<file path="config.mk">
export PLATFORM = sky130hd
export DESIGN_NAME = audio_gain_pump
export DESIGN_NICKNAME = d
export VERILOG_FILES = /design/src/rtl/audio_gain_pump.sv
export SDC_FILE = /design/constraint.sdc
export NUM_CORES = 2
export LEC_CHECK = 0
export BUFFER_PORTS_ARGS = -buffer_cell sky130_fd_sc_hd__buf_2
export CELL_PAD_IN_SITES_DETAIL_PLACEMENT = 0
export CELL_PAD_IN_SITES_GLOBAL_PLACEMENT = 2
export CORE_UTILIZATION = 42
export DETAILED_ROUTE_END_ITERATION = 6
export MAX_ROUTING_LAYER = met4
export PLACE_DENSITY = 0.94
export SYNTH_ARGS = -nofsm -noshare
export SYNTH_HDL_FRONTEND = slang
export SYNTH_SLANG_ARGS = --single-unit
</file>
<file path="constraint.sdc">
create_clock -name clk -period 8.8 [get_ports clk]
set_input_delay 1.32 -clock clk [delete_from_list [all_inputs] [get_ports clk]]
set_output_delay 1.32 -clock clk [all_outputs]
set_load 0.01 [all_outputs]
</file>
<file path="src/rtl/audio_gain_pump.sv">
// -----------------------------------------------------------------------------
// audio_gain_pump
//
// Stereo sample pump for the audio loopback path. Pops one packed frame from
// the ADC-side FIFO, scales each channel by a signed Q2.14 gain with
// round-half-up and saturation, then pushes the result to the DAC-side FIFO.
// A full DAC FIFO stalls the pump; no new frame is popped while one is held.
//
// Optional feature macro: AUDIO_PUMP_SOFTMUTE_EN
//   defined   : mute ramps an extra Q2.14 attenuation stage (ATT state) down
//               or up by RAMP_STEP per pushed frame.
//   undefined : mute zeroes the latched gains (hard mute on the next frame).
//
// Ports
//   clk                system clock (shared with both FIFO ports)
//   reset              asynchronous, active-high reset
//   adcfifo_empty      ADC FIFO empty flag
//   adcfifo_read       one-cycle pop strobe
//   adcfifo_readdata   popped frame, valid the cycle after adcfifo_read
//   dacfifo_full       DAC FIFO full flag
//   dacfifo_write      one-cycle push strobe
//   dacfifo_writedata  processed frame, stable while waiting to push
//   gain_l, gain_r     signed Q2.14 channel gains (0x4000 = unity)
//   mute               mute request
//   sat_count          saturating count of clamped channel results
//   busy               high whenever a frame is in flight
// -----------------------------------------------------------------------------
module audio_gain_pump #(
   parameter int DATA_WIDTH = 32
`ifdef AUDIO_PUMP_SOFTMUTE_EN
   ,
   parameter int RAMP_STEP  = 64
`endif
) (
   input  logic                  clk,
   input  logic                  reset,
   input  logic                  adcfifo_empty,
   output logic                  adcfifo_read,
   input  logic [DATA_WIDTH-1:0] adcfifo_readdata,
   input  logic                  dacfifo_full,
   output logic                  dacfifo_write,
   output logic [DATA_WIDTH-1:0] dacfifo_writedata,
   input  logic [15:0]           gain_l,
   input  logic [15:0]           gain_r,
   input  logic                  mute,
   output logic [15:0]           sat_count,
   output logic                  busy
);

   localparam int CW = DATA_WIDTH / 2;   // channel width
   localparam int PW = CW + 16;          // full product width

   localparam logic signed [PW-1:0] RND   = PW'(8192);
   localparam logic signed [PW-1:0] R_MAX = PW'((64'sd1 <<< (CW-1)) - 64'sd1);
   localparam logic signed [PW-1:0] R_MIN = ~R_MAX;
   localparam logic [15:0]          UNITY = 16'h4000;

   typedef enum logic [2:0] {
      S_IDLE,
      S_FETCH,
      S_MUL,
      S_SAT,
`ifdef AUDIO_PUMP_SOFTMUTE_EN
      S_ATT,
`endif
      S_WRITE
   } state_t;

   // Q2.14 product -> rounded, clamped channel value; MSB flags a clamp.
   function automatic logic [CW:0] round_clamp(input logic signed [PW-1:0] p);
      logic signed [PW-1:0] r;
      r = (p + RND) >>> 14;
      if (r > R_MAX)
         round_clamp = {1'b1, R_MAX[CW-1:0]};
      else if (r < R_MIN)
         round_clamp = {1'b1, R_MIN[CW-1:0]};
      else
         round_clamp = {1'b0, r[CW-1:0]};
   endfunction

   function automatic logic [15:0] count_add(input logic [15:0] c, input logic [1:0] inc);
      logic [16:0] s;
      s = {1'b0, c} + 17'(inc[0]) + 17'(inc[1]);
      count_add = s[16] ? 16'hFFFF : s[15:0];
   endfunction

   state_t                 state_reg;
   logic signed [CW-1:0]   sample_reg [2];   // [0] = left, [1] = right
   logic signed [15:0]     gain_reg   [2];
   logic signed [PW-1:0]   prod_reg   [2];
   logic [DATA_WIDTH-1:0]  writedata_reg;
   logic [15:0]            sat_count_reg;
   logic [CW:0]            sat_res    [2];
   logic [1:0]             sat_inc;

`ifdef AUDIO_PUMP_SOFTMUTE_EN
   logic signed [CW-1:0]   scaled_reg [2];
   logic [15:0]            att_reg;
   logic signed [PW-1:0]   att_prod   [2];
   logic [CW:0]            att_res    [2];
   logic [1:0]             att_inc;
   logic [16:0]            att_up;

   assign att_up = {1'b0, att_reg} + 17'(RAMP_STEP);
`endif

   genvar gi;
   generate
      for (gi = 0; gi < 2; gi++) begin : g_ch
         assign sat_res[gi] = round_clamp(prod_reg[gi]);
         assign sat_inc[gi] = sat_res[gi][CW];
`ifdef AUDIO_PUMP_SOFTMUTE_EN
         assign att_prod[gi] = PW'(scaled_reg[gi]) * PW'($signed(att_reg));
         assign att_res[gi]  = round_clamp(att_prod[gi]);
         assign att_inc[gi]  = att_res[gi][CW];
`endif
      end
   endgenerate

   always_ff @(posedge clk or posedge reset) begin
      if (reset) begin
         state_reg     <= S_IDLE;
         writedata_reg <= '0;
         sat_count_reg <= '0;
         for (int i = 0; i < 2; i++) begin
            sample_reg[i] <= '0;
            gain_reg[i]   <= '0;
            prod_reg[i]   <= '0;
`ifdef AUDIO_PUMP_SOFTMUTE_EN
            scaled_reg[i] <= '0;
`endif
         end
`ifdef AUDIO_PUMP_SOFTMUTE_EN
         att_reg <= UNITY;
`endif
      end else begin
         case (state_reg)
            S_IDLE: begin
               if (!adcfifo_empty)
                  state_reg <= S_FETCH;
            end
            S_FETCH: begin
               sample_reg[0] <= $signed(adcfifo_readdata[DATA_WIDTH-1:CW]);
               sample_reg[1] <= $signed(adcfifo_readdata[CW-1:0]);
`ifdef AUDIO_PUMP_SOFTMUTE_EN
               gain_reg[0] <= $signed(gain_l);
               gain_reg[1] <= $signed(gain_r);
`else
               gain_reg[0] <= mute ? '0 : $signed(gain_l);
               gain_reg[1] <= mute ? '0 : $signed(gain_r);
`endif
               state_reg <= S_MUL;
            end
            S_MUL: begin
               for (int i = 0; i < 2; i++)
                  prod_reg[i] <= PW'(sample_reg[i]) * PW'(gain_reg[i]);
               state_reg <= S_SAT;
            end
            S_SAT: begin
               sat_count_reg <= count_add(sat_count_reg, sat_inc);
`ifdef AUDIO_PUMP_SOFTMUTE_EN
               for (int i = 0; i < 2; i++)
                  scaled_reg[i] <= sat_res[i][CW-1:0];
               state_reg <= S_ATT;
`else
               writedata_reg <= {sat_res[0][CW-1:0], sat_res[1][CW-1:0]};
               state_reg     <= S_WRITE;
`endif
            end
`ifdef AUDIO_PUMP_SOFTMUTE_EN
            S_ATT: begin
               sat_count_reg <= count_add(sat_count_reg, att_inc);
               writedata_reg <= {att_res[0][CW-1:0], att_res[1][CW-1:0]};
               state_reg     <= S_WRITE;
            end
`endif
            S_WRITE: begin
               if (!dacfifo_full) begin
                  state_reg <= S_IDLE;
`ifdef AUDIO_PUMP_SOFTMUTE_EN
                  // The frame just pushed was scaled with the old value.
                  if (mute)
                     att_reg <= (att_reg > 16'(RAMP_STEP)) ? att_reg - 16'(RAMP_STEP) : '0;
                  else
                     att_reg <= (att_up > 17'(UNITY)) ? UNITY : att_up[15:0];
`endif
               end
            end
            default: state_reg <= S_IDLE;
         endcase
      end
   end

   // Strobes are decoded from the state so a pop and the capture of its data
   // take two adjacent cycles, giving a 5-cycle frame period. The pop is also
   // gated by reset so nothing is requested while reset is held.
   assign adcfifo_read      = (state_reg == S_IDLE) && !adcfifo_empty && !reset;
   assign dacfifo_write     = (state_reg == S_WRITE) && !dacfifo_full;
   assign dacfifo_writedata = writedata_reg;
   assign sat_count         = sat_count_reg;
   assign busy              = (state_reg != S_IDLE);

endmodule

</file>
; ---- After elaboration in Yosys (flattened, before gate mapping)
; Index checks and enable logic that the tools add are counted.
; Widths: inputs -> output; s select.
[word_totals]
reg_bits = 179
in_bits = 69
out_inout_bits = 51
elab_cells = 44
[op_classes]
add_sub_neg = 4
n_mul = 2
n_lt_le_gt_ge = 4
eq_ne = 6
muxes = 10
n_reduce_logical = 9
[ops]
columns = cell, n
row1 = $mux 17, 4
row2 = $add 32x15->32 const B, 2
row3 = $mul 16x16->32, 2
row4 = $mux 16, 3
row5 = $gt 18x16->1 const B, 2
row6 = $lt 18x16->1 const B, 2
row7 = $add 16x1->17, 1
row8 = $add 17x1->17, 1
row9 = $pmux 3 s5, 1
row10 = $eq 3x2->1 const B, 2
row11 = $mux 3, 2
row12 = $ne 2x2->1 const B, 2
row13 = $eq 3x1->1 const B, 1
row14 = $eq 3x3->1 const B, 1
row15 = $logic_and 1x1->1, 3
row16 = $logic_not 1->1, 3
row17 = $logic_not 3->1, 1
row18 = $reduce_bool 3->1, 1
row19 = $reduce_and 2->1, 1

; ---- Logic depth before layout (Yosys ltp)
[depth]
word_depth = 7
depth_mapped = 24
mapped_depth_nobuf = 23

; ---- Worst setup path before layout
; No wires, ideal clock.
[synth_path]
kind = flip-flop to flip-flop
from = register sample_reg[15] in the netlist's numbering
to = register prod_reg[30] in the netlist's numbering
setup_time_ns = 0.133
arrival_time_ns = 6.053
required_time_ns = 8.667
path_slack_ns = 2.614
path_stages_with_launch = 21
n_path_buf = 1
period_less_slack_ns = 6.186
path_cell_list = dfrtp_1 clkbuf_1 nand2_1 inv_1 fa_1 fa_1 inv_1 fa_1 fa_1 fa_1 fa_1 inv_1 ha_1 a21oi_1 nor2b_1 o21ai_0 nor4b_1 a21oi_2 a21o_1 a2111oi_2 nor3_1
[synth_via]
elab_chain_len = 1
[synth_lines]
columns = element, line_no
row1 = "start, declared", 88  ; logic signed [CW-1:0] sample_reg [2];
row2 = $mul 16x16->32, 156  ; prod_reg[i] <= PW'(sample_reg[i]) * PW'(gain_reg[i]);
row3 = "end signal, assigned by index", 156
row4 = "end, declared", 90  ; logic signed [PW-1:0] prod_reg [2];
; Every way passes these cells.
; A chain may end at the register's enable or synchronous reset.

; ---- Final worst setup path
[layout_path]
from = register gain_reg[1] in the netlist's numbering
to = register prod_reg[30] in the netlist's numbering
[layout_via]
elab_chain_len = 1
[layout_lines]
columns = element, line_no
row1 = "start, declared", 89  ; logic signed [15:0] gain_reg [2];
row2 = $mul 16x16->32, 156
; Every way passes these cells.

==> impl_metrics.py <==
metrics = {
    "grt": {
        "met2_usage_pct": 34.2,
        "use_met1_pct": 28.3,
        "grt-busiest-layer": "met2",
        "grt_use_total_pct": 21.5,
        "antenna_found_initial": 0,
        "grt_start_max_net_pins": 81,
        "grt_pass1_wl_mm": 102,
        "grt_pass1_vias": 19500,
        "grt_use_met3_pct": 3.29,
        "grt_overflow": 0,
    },
    "finish": {
        "layout_common_cells": "inv_1 (608), fa_1 (523), nand2_1 (352)",
        "largest_register_ffs": 38,
        "layout-drive-gt1-share_pct": 7.67,
        "syn2layout_area_growth_pct": 7.37,
        "mostFrequentLayoutCell": "inv_1",
        "final_cells": 3548,
        "fin_nets": 3505,
        "fill_cells": 5840,
    },
    "floorplanning": {
        "core_area_um2": 60400,
        "dieArea_um2": 62100,
        "ioPinCount": 120,
        "die_x_um": 249,
        "fp.dieH_um": 249,
        "start_util_pct": 42.5,
        "num_rows": 90,
    },
    "critical_path": {
        "path_max_fanout": 17,
        "start_kind": "register",
        "required_ps": 9170,
        "path_class": "reg2reg",
        "worstSetupStartpoint": "gain_reg[1]",
        "worstSetupEndpointType": "register",
        "arrival_ps": 7090,
        "r2r_start": "gain_reg[1]",
    },
    "timing": {
        "clock_skew_ps": 18.6,
        "fmax_mhz": 149,
        "hold_viol": 0,
        "rsz0062_at_grt": "false",
        "relSlewSlack_pct": 31.9,
        "worst_pin_slew_ps": 1010,
        "finalCriticalPeriod_ps": 6720,
        "report.final.slew_viol_count": 0,
        "setup-violations-final": 0,
        "fin_tns_setup_ps": 0,
        "post-route-period-util_pct": 76.3,
    },
    "place": {
        "io_buffers": 119,
        "gp_congestion": 0.918,
        "dpl.hpwl_mm": 49.6,
        "place_inst": 3515,
    },
    "clock_tree": {
        "cts.htree.levels": 4,
        "post_cts_resized": 0,
        "cts_root_buf": "clkbuf_16",
        "clkTransAtPathRegs_ps": 80,
        "cts_setup_buffers": 0,
        "cts_buffer_depth": 2,
        "cts_tree": "yes",
        "clk_latency_ps": 500,
        "ctsHoldBuffers": 0,
        "numCtsBuffers": 17,
        "clock-sinks": 153,
    },
    "yosys": {
        "syn-num-nets": 3461,
        "synth-async-reset-ratio_pct": 100,
        "synth_edf_count": 0,
        "synthFlopType": "dfrtp_1",
        "syn_avg_cell_area_um2": 9.47,
        "ys_seq_area_share_pct": 14.9,
        "synth_area_um2": 25600,
        "ys_ff_latch": 153,
        "yosysWarnings": 0,
        "postSynthCellCount": 2708,
        "yosys.cell_types.count": 53,
    },
    "min_path": {
        "holdCritPathClass": "reg2reg",
        "hp-start": "dacfifo_writedata[19]",
    },
    "routing": {
        "vias_per_cell": 4.98,
        "drc_errors": 0,
        "ant_nets": 0,
        "drt_iter0_drc": 952,
        "vias": 17700,
        "drtPass1Iterations": 5,
        "routedWlPerCell_um": 17.2,
        "finalWirelength_mm": 60.9,
    },
    "job": {
        "maxCapViolCount": 0,
    },
    "outcome": {
        "outcome": "complete, no violations",
    },
}
logic make-up (layout without fill, tap and decap cells):
logic type	Yosys count	after routing	share of synthesized area (%)
AOI/OAI and AO/OA	231	231	5.90
xor gates and xnor gates	93	93	3.18
adders and majority gates	684	684	48.7
buffers and inverters	712	769	10.4
DFF	153	153	14.9
muxes	34	34	1.49
other	0	1	0
and+or+nand+nor	801	801	15.4
routing by layer:
metal,vias up,part of all wire (%)
li1,8166,-
met1,9080,46
met2,353,48
met3,75,4.0
met4,0,2.2
met5,-,0
final cells by class:
| class | instances | area [um^2] | area share [%] |
|---|---|---|---|
| clock buffers | 17 | 425 | 1.54 |
| clock inverters | 15 | 198 | 0.718 |
| flip-flops and latches | 153 | 3830 | 13.9 |
| inverters | 609 | 2290 | 8.32 |
| multi-input cells | 1843 | 19200 | 69.5 |
| diodes | 1 | 2.50 | 0.00909 |
| well taps | 782 | 978 | 3.55 |
| repair buffers | 128 | 663 | 2.41 |
worst max-delay path, stage by stage (launching register included):
cell and delay (ps):
dfrtp_1 720, nand2_1 190, inv_1 160, fa_1 540
fa_1 760, inv_1 190, fa_1 510, fa_1 570
fa_1 440, fa_1 500, inv_1 40, ha_1 340
a21oi_1 170, nor2b_1 90, o21ai_0 180, nor4b_1 350
a21oi_2 140, a21o_1 220, a2111oi_2 370, nor3_1 100
synth_stat cells (8+ instances only):
library cell	instances	area [um^2]
a21o_1	8	60.1
a21oi_1	31	155
a31oi_1	8	50.1
and2_1	244	1530
and3_1	12	75.1
clkbuf_1	97	364
dfrtp_1	153	3830
fa_1	523	10500
ha_1	161	2010
inv_1	609	2290
mux2_2	34	383
nand2_1	353	1330
nand2b_1	48	300
nand3_1	31	155
nand4_1	13	81.3
nor2_1	58	218
nor2b_1	8	50.1
nor3_1	18	90.1
o211ai_1	32	240
o21a_1	33	248
o21ai_0	82	410
xnor2_1	55	482
xor2_1	38	333
metrics by stage:
step	hold slack [ps]	area (um^2)	utilization (%)	worst slack [ps]
after global placement	473	26900	44.6	2230
after floorplan	483	25600	-	2610
after detailed placement	478	26900	44.6	2110
after global routing	517	27500	45.6	1600
final	489	27500	45.6	2080
after CTS	497	27500	45.6	2100
path summary, 6_finish.rpt:
kind | to | slack, ps | cells past startpoint
max in group asynchronous | dacfifo_writedata[2] | 6330 | 3
worst max register to register | prod_reg[30] | 2080 | 19
min in group asynchronous | dacfifo_writedata[22] | 950 | 2
worst min-delay path | dacfifo_writedata[19] | 490 | 1
worst max-delay path | prod_reg[30] | 2080 | 19
worst min register to register | dacfifo_writedata[19] | 490 | 1
Power is left out: the tool's default activity adds up to more than one toggle a clock period on the data nets, which glitch-free logic cannot reach.
